### config.mk
export PLATFORM = sky130hd
export DESIGN_NAME = player_motion
export DESIGN_NICKNAME = d
export VERILOG_FILES = /design/src/rtl/player_motion.sv
export SDC_FILE = /design/constraint.sdc
export NUM_CORES = 1
export LEC_CHECK = 0
export ABC_CLOCK_PERIOD_IN_PS = 3300
export BUFFER_PORTS_ARGS = -buffer_cell sky130_fd_sc_hd__buf_2
export CORE_MARGIN = 4
export CORE_UTILIZATION = 60
export CTS_BUF_LIST = sky130_fd_sc_hd__clkbuf_8
export CTS_CLUSTER_SIZE = 25
export DETAILED_ROUTE_END_ITERATION = 8
export PLACE_DENSITY = 0.83
export SYNTH_ARGS = -nofsm -noshare
export SYNTH_HDL_FRONTEND = slang
export SYNTH_SLANG_ARGS = --single-unit
### constraint.sdc
create_clock -name ClkPort -period 3.3 [get_ports ClkPort]
set_clock_uncertainty 0.05 [all_clocks]
set_input_delay 0.66 -clock ClkPort [delete_from_list [all_inputs] [get_ports ClkPort]]
set_output_delay 0.66 -clock ClkPort [all_outputs]
set_load 0.02 [all_outputs]
### src/rtl/player_motion.sv
// Player motion controller: validates each direction request against the
// wall map (one read per move) and tracks position, goal and move count.
//
// Build option: PLAYER_MOTION_WRAP_EN -- when defined, moves off an edge
// wrap to the opposite edge and are wall-checked; otherwise they bump
// immediately without a wall read.
//
// Ports:
//   ClkPort, reset (async, active-high)
//   dir_pulse      {up, down, left, right} one-cycle requests
//   wall_rd        wall-map read strobe
//   wall_addr      cell index y*GRID_W+x
//   wall_q         wall bit, valid the cycle after wall_rd
//   player_x_pos   current cell x
//   player_y_pos   current cell y
//   busy           lookup/check in progress
//   moved, bumped  one-cycle move result pulses
//   at_goal        sticky goal flag
//   move_count     saturating count of completed moves
module player_motion #(
  parameter int GRID_W  = 32,
  parameter int GRID_H  = 24,
  parameter int START_X = 1,
  parameter int START_Y = 1,
  parameter int GOAL_X  = 30,
  parameter int GOAL_Y  = 22
) (
  input  logic        ClkPort,
  input  logic        reset,
  input  logic [3:0]  dir_pulse,
  output logic        wall_rd,
  output logic [9:0]  wall_addr,
  input  logic        wall_q,
  output logic [7:0]  player_x_pos,
  output logic [7:0]  player_y_pos,
  output logic        busy,
  output logic        moved,
  output logic        bumped,
  output logic        at_goal,
  output logic [15:0] move_count
);

  typedef enum logic [1:0] {
    IDLE,
    LOOKUP,
    CHECK,
    DONE
  } state_t;

`ifdef PLAYER_MOTION_WRAP_EN
  localparam bit WRAP = 1'b1;
`else
  localparam bit WRAP = 1'b0;
`endif

  localparam logic [7:0] XMAX = 8'(GRID_W - 1);
  localparam logic [7:0] YMAX = 8'(GRID_H - 1);
  localparam logic [9:0] W10  = 10'(GRID_W);
  localparam logic [7:0] SX   = 8'(START_X);
  localparam logic [7:0] SY   = 8'(START_Y);
  localparam logic [7:0] GX   = 8'(GOAL_X);
  localparam logic [7:0] GY   = 8'(GOAL_Y);

  state_t     state;
  logic [7:0] tgt_x;
  logic [7:0] tgt_y;

  logic [7:0] nx;
  logic [7:0] ny;
  logic       off_edge;
  logic [9:0] naddr;

  // Candidate target; on an edge the wrapped cell is produced and
  // off_edge flags it so the no-wrap build can bump instead.
  always_comb begin
    nx       = player_x_pos;
    ny       = player_y_pos;
    off_edge = 1'b0;
    priority case (1'b1)
      dir_pulse[3]: begin
        if (player_y_pos == 8'd0) begin
          off_edge = 1'b1;
          ny       = YMAX;
        end else begin
          ny = player_y_pos - 8'd1;
        end
      end
      dir_pulse[2]: begin
        if (player_y_pos == YMAX) begin
          off_edge = 1'b1;
          ny       = 8'd0;
        end else begin
          ny = player_y_pos + 8'd1;
        end
      end
      dir_pulse[1]: begin
        if (player_x_pos == 8'd0) begin
          off_edge = 1'b1;
          nx       = XMAX;
        end else begin
          nx = player_x_pos - 8'd1;
        end
      end
      dir_pulse[0]: begin
        if (player_x_pos == XMAX) begin
          off_edge = 1'b1;
          nx       = 8'd0;
        end else begin
          nx = player_x_pos + 8'd1;
        end
      end
      default: ;
    endcase
    naddr = 10'(ny) * W10 + 10'(nx);
  end

  always_ff @(posedge ClkPort or posedge reset) begin
    if (reset) begin
      state        <= IDLE;
      tgt_x        <= SX;
      tgt_y        <= SY;
      player_x_pos <= SX;
      player_y_pos <= SY;
      move_count   <= 16'd0;
      at_goal      <= 1'b0;
      busy         <= 1'b0;
      moved        <= 1'b0;
      bumped       <= 1'b0;
      wall_rd      <= 1'b0;
      wall_addr    <= 10'd0;
    end else begin
      moved   <= 1'b0;
      bumped  <= 1'b0;
      wall_rd <= 1'b0;
      unique case (state)
        IDLE: begin
          if (|dir_pulse && !at_goal) begin
            tgt_x <= nx;
            tgt_y <= ny;
            if (off_edge && !WRAP) begin
              bumped <= 1'b1;
              state  <= DONE;
            end else begin
              wall_rd   <= 1'b1;
              wall_addr <= naddr;
              busy      <= 1'b1;
              state     <= LOOKUP;
            end
          end
        end
        LOOKUP: state <= CHECK;
        CHECK: begin
          busy  <= 1'b0;
          state <= DONE;
          if (!wall_q) begin
            player_x_pos <= tgt_x;
            player_y_pos <= tgt_y;
            moved        <= 1'b1;
            if (move_count != 16'hFFFF)
              move_count <= move_count + 16'd1;
            if (tgt_x == GX && tgt_y == GY)
              at_goal <= 1'b1;
          end else begin
            bumped <= 1'b1;
          end
        end
        DONE: state <= IDLE;
        default: state <= IDLE;
      endcase
    end
  end

endmodule

== After elaboration in Yosys (flattened, before gate mapping) ==
Index checks and enable logic that the tools add are counted.
Storage, ports and cells
  logic and storage cells: 77
  flip-flop bits (word level): 65
  output and inout bits: 47
  input port bits: 7
Cells by class
  bitwise gates (word level): 2
  multiplexer cells: 33
  add/subtract/negate cells: 6
  reductions and logical operators: 14
  equality and inequality tests: 10
Operators with widths (number)
  2-to-1 mux 8 bit: 10
  == test 8 x 5 -> 1 bit (second input constant): 4
  2-to-1 mux 1 bit: 18
  adder 16 x 1 -> 16 bit (second input constant): 1
  adder 8 x 1 -> 8 bit (second input constant): 2
  zero test 8 bit: 2
  inequality test 16 bit (second input constant): 1
  subtractor 8 x 1 -> 8 bit (second input constant): 2
  AND reduction 3 bit: 4
  adder 10 x 8 -> 10 bit: 1
  one-hot mux 2 bit (4 select lines): 1
  == test 2 bit (second input constant): 2
  2-to-1 mux 2 bit: 2
  inequality test 2 bit (second input constant): 2
  one-hot mux 1 bit (2 select lines): 2
  AND reduction 2 bit: 2
  OR reduction 4 bit: 1
  == test 2 x 1 -> 1 bit (second input constant): 1
  logical AND 1 bit: 2
  zero test 2 bit: 1
  NOT 1 bit: 2
  nonzero test 2 bit: 1
  zero test 1 bit: 1

== Logic depth before layout (Yosys ltp) ==
Gate-level depths: netlist (run 1).
  word-level depth: 9
  depth in mapped cells: 13

== Worst setup path after synthesis (run 1) ==
Ideal clock, no wire load.
  kind: register to register
  start: register player_x_pos[1]
  end: register wall_addr[9]
  cell stages (with the launch flop): 14
  setup time: 0.124 ns
  slack: 0.503 ns
  arrival time: 2.623 ns
  data required time: 3.126 ns
  path buffers: 0
  path through: dfrtp_1 inv_1 ha_1 or4b_4 o21ai_2 a31oi_1 o22a_1 ha_1 inv_1 fa_1 inv_1 a21o_1 a211oi_1 o31ai_1
RTL lines
  from (decl): RTL line 34  | output logic [7:0] player_x_pos,
  from (signal assigned): RTL line 156  | player_x_pos <= tgt_x;
  adder 8 x 1 -> 8 bit or == test 8 x 5 -> 1 bit (tied branches): RTL line 109, 105
  2-to-1 mux 8 bit: RTL line 105  | if (player_x_pos == XMAX) begin
  2-to-1 mux 8 bit: RTL line 79  | priority case (1'b1)
  2-to-1 mux 8 bit * (3 in series): RTL line 79
  named net nx[5]: RTL line 68  | logic [7:0] nx;
  adder 10 x 8 -> 10 bit *: RTL line 114  | naddr = 10'(ny) * W10 + 10'(nx);
  to (signal assigned): RTL line 145  | wall_addr <= naddr;
  to (decl): RTL line 32  | output logic [9:0] wall_addr,
The timed path passes the listed nets; every way through them passes the cells marked *.
A chain may end at the register's enable or synchronous reset.

== Worst setup path after layout (run 1) ==
Ends and elaborated chain as after synthesis.

==> results.cfg, run 1 <==
[run_status]
status = finished clean

[setup_path]
regToRegEndpoint = wall_addr[9]
critPathCaptureType = register
cp_max_fo = 9
cp.required_ns = 3.48
critPathArrivalTime_ns = 3.28
r2r_start = player_x_pos[1]
r2r_cells = 13
start_kind = register
regToRegSetupSlack_ns = 0.21
crit_type = reg -> reg

[detailed_routing]
viasPerCell = 6.30
vias = 3398
drt_iter0_drc = 373
dr.pass1.iters = 6
wire_per_inst_um = 17.5
drtAntennaViolNets = 0
wirelength_um = 9450
drc_errors = 0

[clock_network]
post-cts-setup-buffer-count = 0
clk_latency_ns = 0.35
postCtsHoldBufs = 0
path_clk_slew_ns = 0.07
h-tree-depth = 3
cts_resized = 0
cts_buffers = 9
clk_path_buf_depth = 2
cts_tree = built
cts.sinks = 65
clockRootBuffer = clkbuf_8

[finish]
layout.area.seq_um2 = 1630
multi_input_area_um2 = 2060
instances_no_fill = 539
area_growth_pct = 12.9
drive_above_1_share = 0.251
mostFrequentLayoutCells = dfrtp_1 (61), nand2_1 (58), buf_2 (53)
diodes = 0
fin_nets = 477
mostFrequentLayoutCell = dfrtp_1
nFillCells = 512

[place]
gp_congestion = 0.898
dpl.hpwl_um = 6640
placedCellCount = 524
portBuffers = 53

[synthesis]
muxShareOfSynthArea = 0.0715
synth_compound_area_frac = 0.156
synth_top_cell_by_area = dfrtp_1
yosys.area_share.simple = 0.215
synth_top_family_by_area = simple AND/OR/NAND/NOR gates
synth_area_per_cell_um2 = 9.64
synth-main-ff-cell = dfrtp_1
yosysWarnings = 0
synthAdderAreaFrac = 0.0404
syn_inst = 405
synth_edf_count = 0
yosysUniqueCellTypes = 70
ys_ff_latch = 65
synth_xor_area_frac = 0.0449
synth_top_area_share = 0.391
synth.net_count = 424
synth.area.top_cells = dfrtp_1 (39%), nand2_1 (5.6%), ha_1 (3.5%)
ys_async_sr_fraction = 1.00
yosysSeqAreaShare = 0.418
syn_area_um2 = 3900

[floorplanning]
initial_core_util = 0.615
ios = 54
dieHeight_um = 88.7
die_width_um = 88.7
num_rows = 29
dieArea_um2 = 7860
core_area_um2 = 6350

[timing]
setup_viol = 0
max_freq_ghz = 0.323
relSlewSlack = 0.341
fin_crit_ns = 3.09
rsz0062_at_grt = no
tightest_slew_ns = 0.988
fin_crit_sh = 0.937
fin_setup_tns_ns = 0
finalHoldViolCount = 0
slew_violations = 0

[worst_hold_path]
holdCritStartpoint = tgt_y[2]
whs_path_depth = 2
hold_end = player_y_pos[2]
hp-class = reg -> reg

[global_route]
grt_pass1_vias = 3199
grt_max_degree = 50
grt_pass1_wl_um = 15400
antenna_found_initial = 0
grt_usage = 0.255
overflow = 0

[power_and_ir_drop]
irDropWorstVdd_uv = 679
powerDensity_nw_per_um2 = 973
p_leak_nw = 2.15

[run]
maxCapViolCount = 0
## cell usage after synthesis, types with 7 or more instances
library cell and n:
nand2_1 58, o21ai_0 22, dfrtp_1 61, inv_1 22
nor3_1 10, mux2_4 7, mux2_2 11, xor2_1 7
nand4_1 8, nand3_1 19, xnor2_1 13, ha_1 11
nor2_1 15, a21oi_1 13, buf_2 9
## routing by layer
metal	vias up	wire, µm	global-route usage
li1	1562	-	-
met1	1622	4030	0.355
met2	187	4340	0.391
met3	27	864	0.0624
met4	0	220	0.0907
met5	-	0	0
## state kept, by name, summed over array words and instances, names as in the netlist
| name | cells |
|---|---|
| state | 2 |
| move_count | 16 |
| moved | 1 |
| tgt_y | 8 |
| tgt_x | 8 |
| wall_addr | 10 |
| wall_rd | 1 |
| busy | 1 |
| player_x_pos | 8 |
| bumped | 1 |
| player_y_pos | 8 |
| at_goal | 1 |
## power breakdown
group          internal, W  leakage, nW  switching (W)  total (W)
clock network     0.000340       0.0885       0.000306   0.000646
logic             0.000909         1.23        0.00124    0.00215
registers          0.00110        0.834       0.000380    0.00148
total              0.00235         2.15        0.00193    0.00428
## worst max-delay path, cell delays in order (launching register included)
cell      delay (ns)
dfrtp_1         0.46
inv_1           0.15
ha_1            0.19
or4b_4          0.51
o21ai_2         0.18
a31oi_1         0.06
o22a_1          0.24
ha_1            0.24
inv_1           0.09
fa_1            0.23
inv_1           0.05
a21o_1          0.17
a211oi_1        0.26
o31ai_1         0.09
## worst max-delay path by stage
stage | startpoint | end | slack (ns) | cells after the start
floorplan | player_x_pos[1] | wall_addr[9] | 0.50 | 13
global placement | dir_pulse[1] | wall_addr[8] | 0.37 | 10
detailed placement | player_x_pos[1] | wall_addr[9] | 0.31 | 13
CTS | player_x_pos[1] | wall_addr[9] | 0.26 | 13
global route | player_x_pos[1] | wall_addr[9] | 0.004 | 13
finish | player_x_pos[1] | wall_addr[9] | 0.21 | 13
## cells by family (layout without fill, tap and decap cells)
kind of cell / Yosys count / in the layout
mux: 23 / 23
flops: 65 / 65
compound gates: 87 / 87
simple gates: 153 / 153
fa+ha+maj: 12 / 12
buf+inv: 45 / 102
xor+xnor: 20 / 20
## cell type report
cell class,instances,share of cell area
inverter,25,0.0224
multi-input combinational,295,0.468
timing repair buffer,62,0.0756
tap,77,0.0219
clock inverter,6,0.0139
sequential,65,0.370
clock buffer,9,0.0281
## per-stage QoR
step	util	setup WS, ns	hold slack (ns)	power, W	instance area (µm²)
final	0.694	0.209	0.444	0.00428	4400
after global placement	0.664	0.367	0.411	0.00353	4220
after floorplan	-	0.503	0.398	0.00303	3900
after detailed placement	0.664	0.313	0.426	0.00359	4220
after CTS	0.694	0.256	0.445	0.00427	4400
after global routing	0.694	0.00372	0.474	0.00458	4400
(Power assumes the default switching activity.)
==> inputs of run 2 (changes only) <==
==> constraint.sdc (replaced) <==
create_clock -name ClkPort -period 3.3 [get_ports ClkPort]
set_clock_uncertainty 0.05 [all_clocks]
set_input_delay 0.33 -clock ClkPort [delete_from_list [all_inputs] [get_ports ClkPort]]
set_output_delay 0.33 -clock ClkPort [all_outputs]
set_load 0.02 [all_outputs]
==> run 2 against run 1 <==
Routed wire length shrank 0.33%. Via count decreased by 1.2%. Combinational power about the same. Cell count fell by 0.19%. Global-route usage up 0.40 points. Critical path type unchanged. Critical endpoint unchanged.
==> results.cfg, run 2 (synthesis results as in run 1) <==
[detailed_routing]
drtAntennaViolNets = 0
vias = 3357
viasPerCell = 6.24
wirelength_um = 9420
dr.pass1.iters = 5
drc_errors = 0
drt_iter0_drc = 413
wire_per_inst_um = 17.5

[clock_network]
cts.sinks = 65
h-tree-depth = 3
clk_path_buf_depth = 2
clk_latency_ns = 0.34
postCtsHoldBufs = 0
path_clk_slew_ns = 0.08
post-cts-setup-buffer-count = 0
cts_tree = built
cts_buffers = 9
clockRootBuffer = clkbuf_8

[power_and_ir_drop]
p_leak_nw = 2.15
powerDensity_nw_per_um2 = 981
irDropWorstVdd_uv = 636

[setup_path]
start_kind = register
r2r_start = player_x_pos[1]
cp.required_ns = 3.48
crit_type = reg -> reg
cp_max_fo = 9
critPathArrivalTime_ns = 3.16
regToRegSetupSlack_ns = 0.32
critPathCaptureType = register
worstSetupStartpoint = player_x_pos[1]
r2r_cells = 13
regToRegEndpoint = wall_addr[9]

[floorplanning]
initial_core_util = 0.615
core_area_um2 = 6350
die_width_um = 88.7
ios = 54
dieHeight_um = 88.7
num_rows = 29
dieArea_um2 = 7860

[finish]
fin_nets = 475
mostFrequentLayoutCells = dfrtp_1 (61), nand2_1 (58), buf_2 (53)
utilization = 0.694
mostFrequentLayoutCell = dfrtp_1
top_register = move_count
largestRegisters = move_count (16), wall_addr (10)
area_growth_pct = 13.0
drive_above_1_share = 0.254
fin_area_um2 = 4410
largest_reg_flops = 16
diodes = 0

[timing]
max_freq_ghz = 0.336
rsz0062_at_grt = no
slew_violations = 0
setup_viol = 0
finalHoldViolCount = 0
fin_crit_ns = 2.98
fin_crit_sh = 0.902
relSlewSlack = 0.545
tightest_slew_ns = 0.682
fin_setup_tns_ns = 0

[place]
portBuffers = 53
dpl.hpwl_um = 6920
gp_congestion = 0.980
place_area_um2 = 4200

[global_route]
grt_pass1_wl_um = 15800
grt_max_degree = 35
grt_usage = 0.259
grt_pass1_vias = 3192
overflow = 0
antenna_found_initial = 0

[run]
maxCapViolCount = 0

[worst_hold_path]
hp-class = in -> async

[run_status]
status = finished clean
## run 2: cell count changes in the layout (fill, tap and decap cells not counted)
| cell | delta |
|---|---|
| a21o_1 | -1 |
| a21o_2 | +1 |
| buf_4 | -2 |
| clkbuf_8 | +1 |
| inv_1 | -1 |
| inv_6 | +1 |
## run 2: report_power, final
group | switching [W] | total (W) | internal (W) | leakage, nW
combinational | 0.00125 | 0.00216 | 0.000912 | 1.22
sequential | 0.000370 | 0.00147 | 0.00110 | 0.834
clock | 0.000320 | 0.000690 | 0.000370 | 0.0949
## run 2: cell type report
cell class,instances,area (µm²)
Clock buffer,10,138
Clock inverter,6,66.3
Fill cell,497,1940
Inverter,25,98.8
Multi-Input combinational cell,295,2060
Sequential cell,65,1630
Tap cell,77,96.3
Timing Repair Buffer,60,318
## run 2: stage by stage
| stage | worst slack (ns) | total power, W | cells | hold WS (ns) |
|---|---|---|---|---|
| 5_1_grt | 0.0176 | 0.00464 | 538 | 0.0778 |
| 6_report | 0.322 | 0.00432 | 538 | 0.0341 |
| 2_1_floorplan | 0.503 | 0.00303 | 405 | 0.398 |
| 4_1_cts | 0.293 | 0.00431 | 538 | 0.0421 |
| 3_5_place_dp | 0.306 | 0.00361 | 522 | 0.420 |
| 3_3_place_gp | 0.486 | 0.00354 | 522 | 0.416 |
## run 2: worst max-delay path, stage by stage (launching register included)
cell and delay (ns):
dfrtp_1 0.46, inv_1 0.15, ha_1 0.20, or4b_4 0.51, o21ai_2 0.18, a31oi_1 0.06
o22a_1 0.24, ha_1 0.23, inv_1 0.08, fa_1 0.20, inv_1 0.05, a21o_1 0.16
a211oi_1 0.23, o31ai_1 0.08
## run 2: how the worst max path moves through the flow
stage / cells past startpoint / endpoint / slack [ns]
6_report: 13 / wall_addr[9] / 0.32
5_1_grt: 13 / wall_addr[9] / 0.02
4_1_cts: 13 / wall_addr[9] / 0.29
3_5_place_dp: 13 / wall_addr[9] / 0.31
3_3_place_gp: 13 / wall_addr[9] / 0.49
2_1_floorplan: 13 / wall_addr[9] / 0.50
## run 2: timing repair
action,in CTS,in global routing
hold endpoints to repair,0,0
setup endpoints to repair,0,2
resized for setup,0,1
## run 2: layer usage
layer	global-route usage	share of wire
met1	0.369	0.43
met2	0.385	0.45
met3	0.0726	0.098
met4	0.0810	0.017
met5	0	0
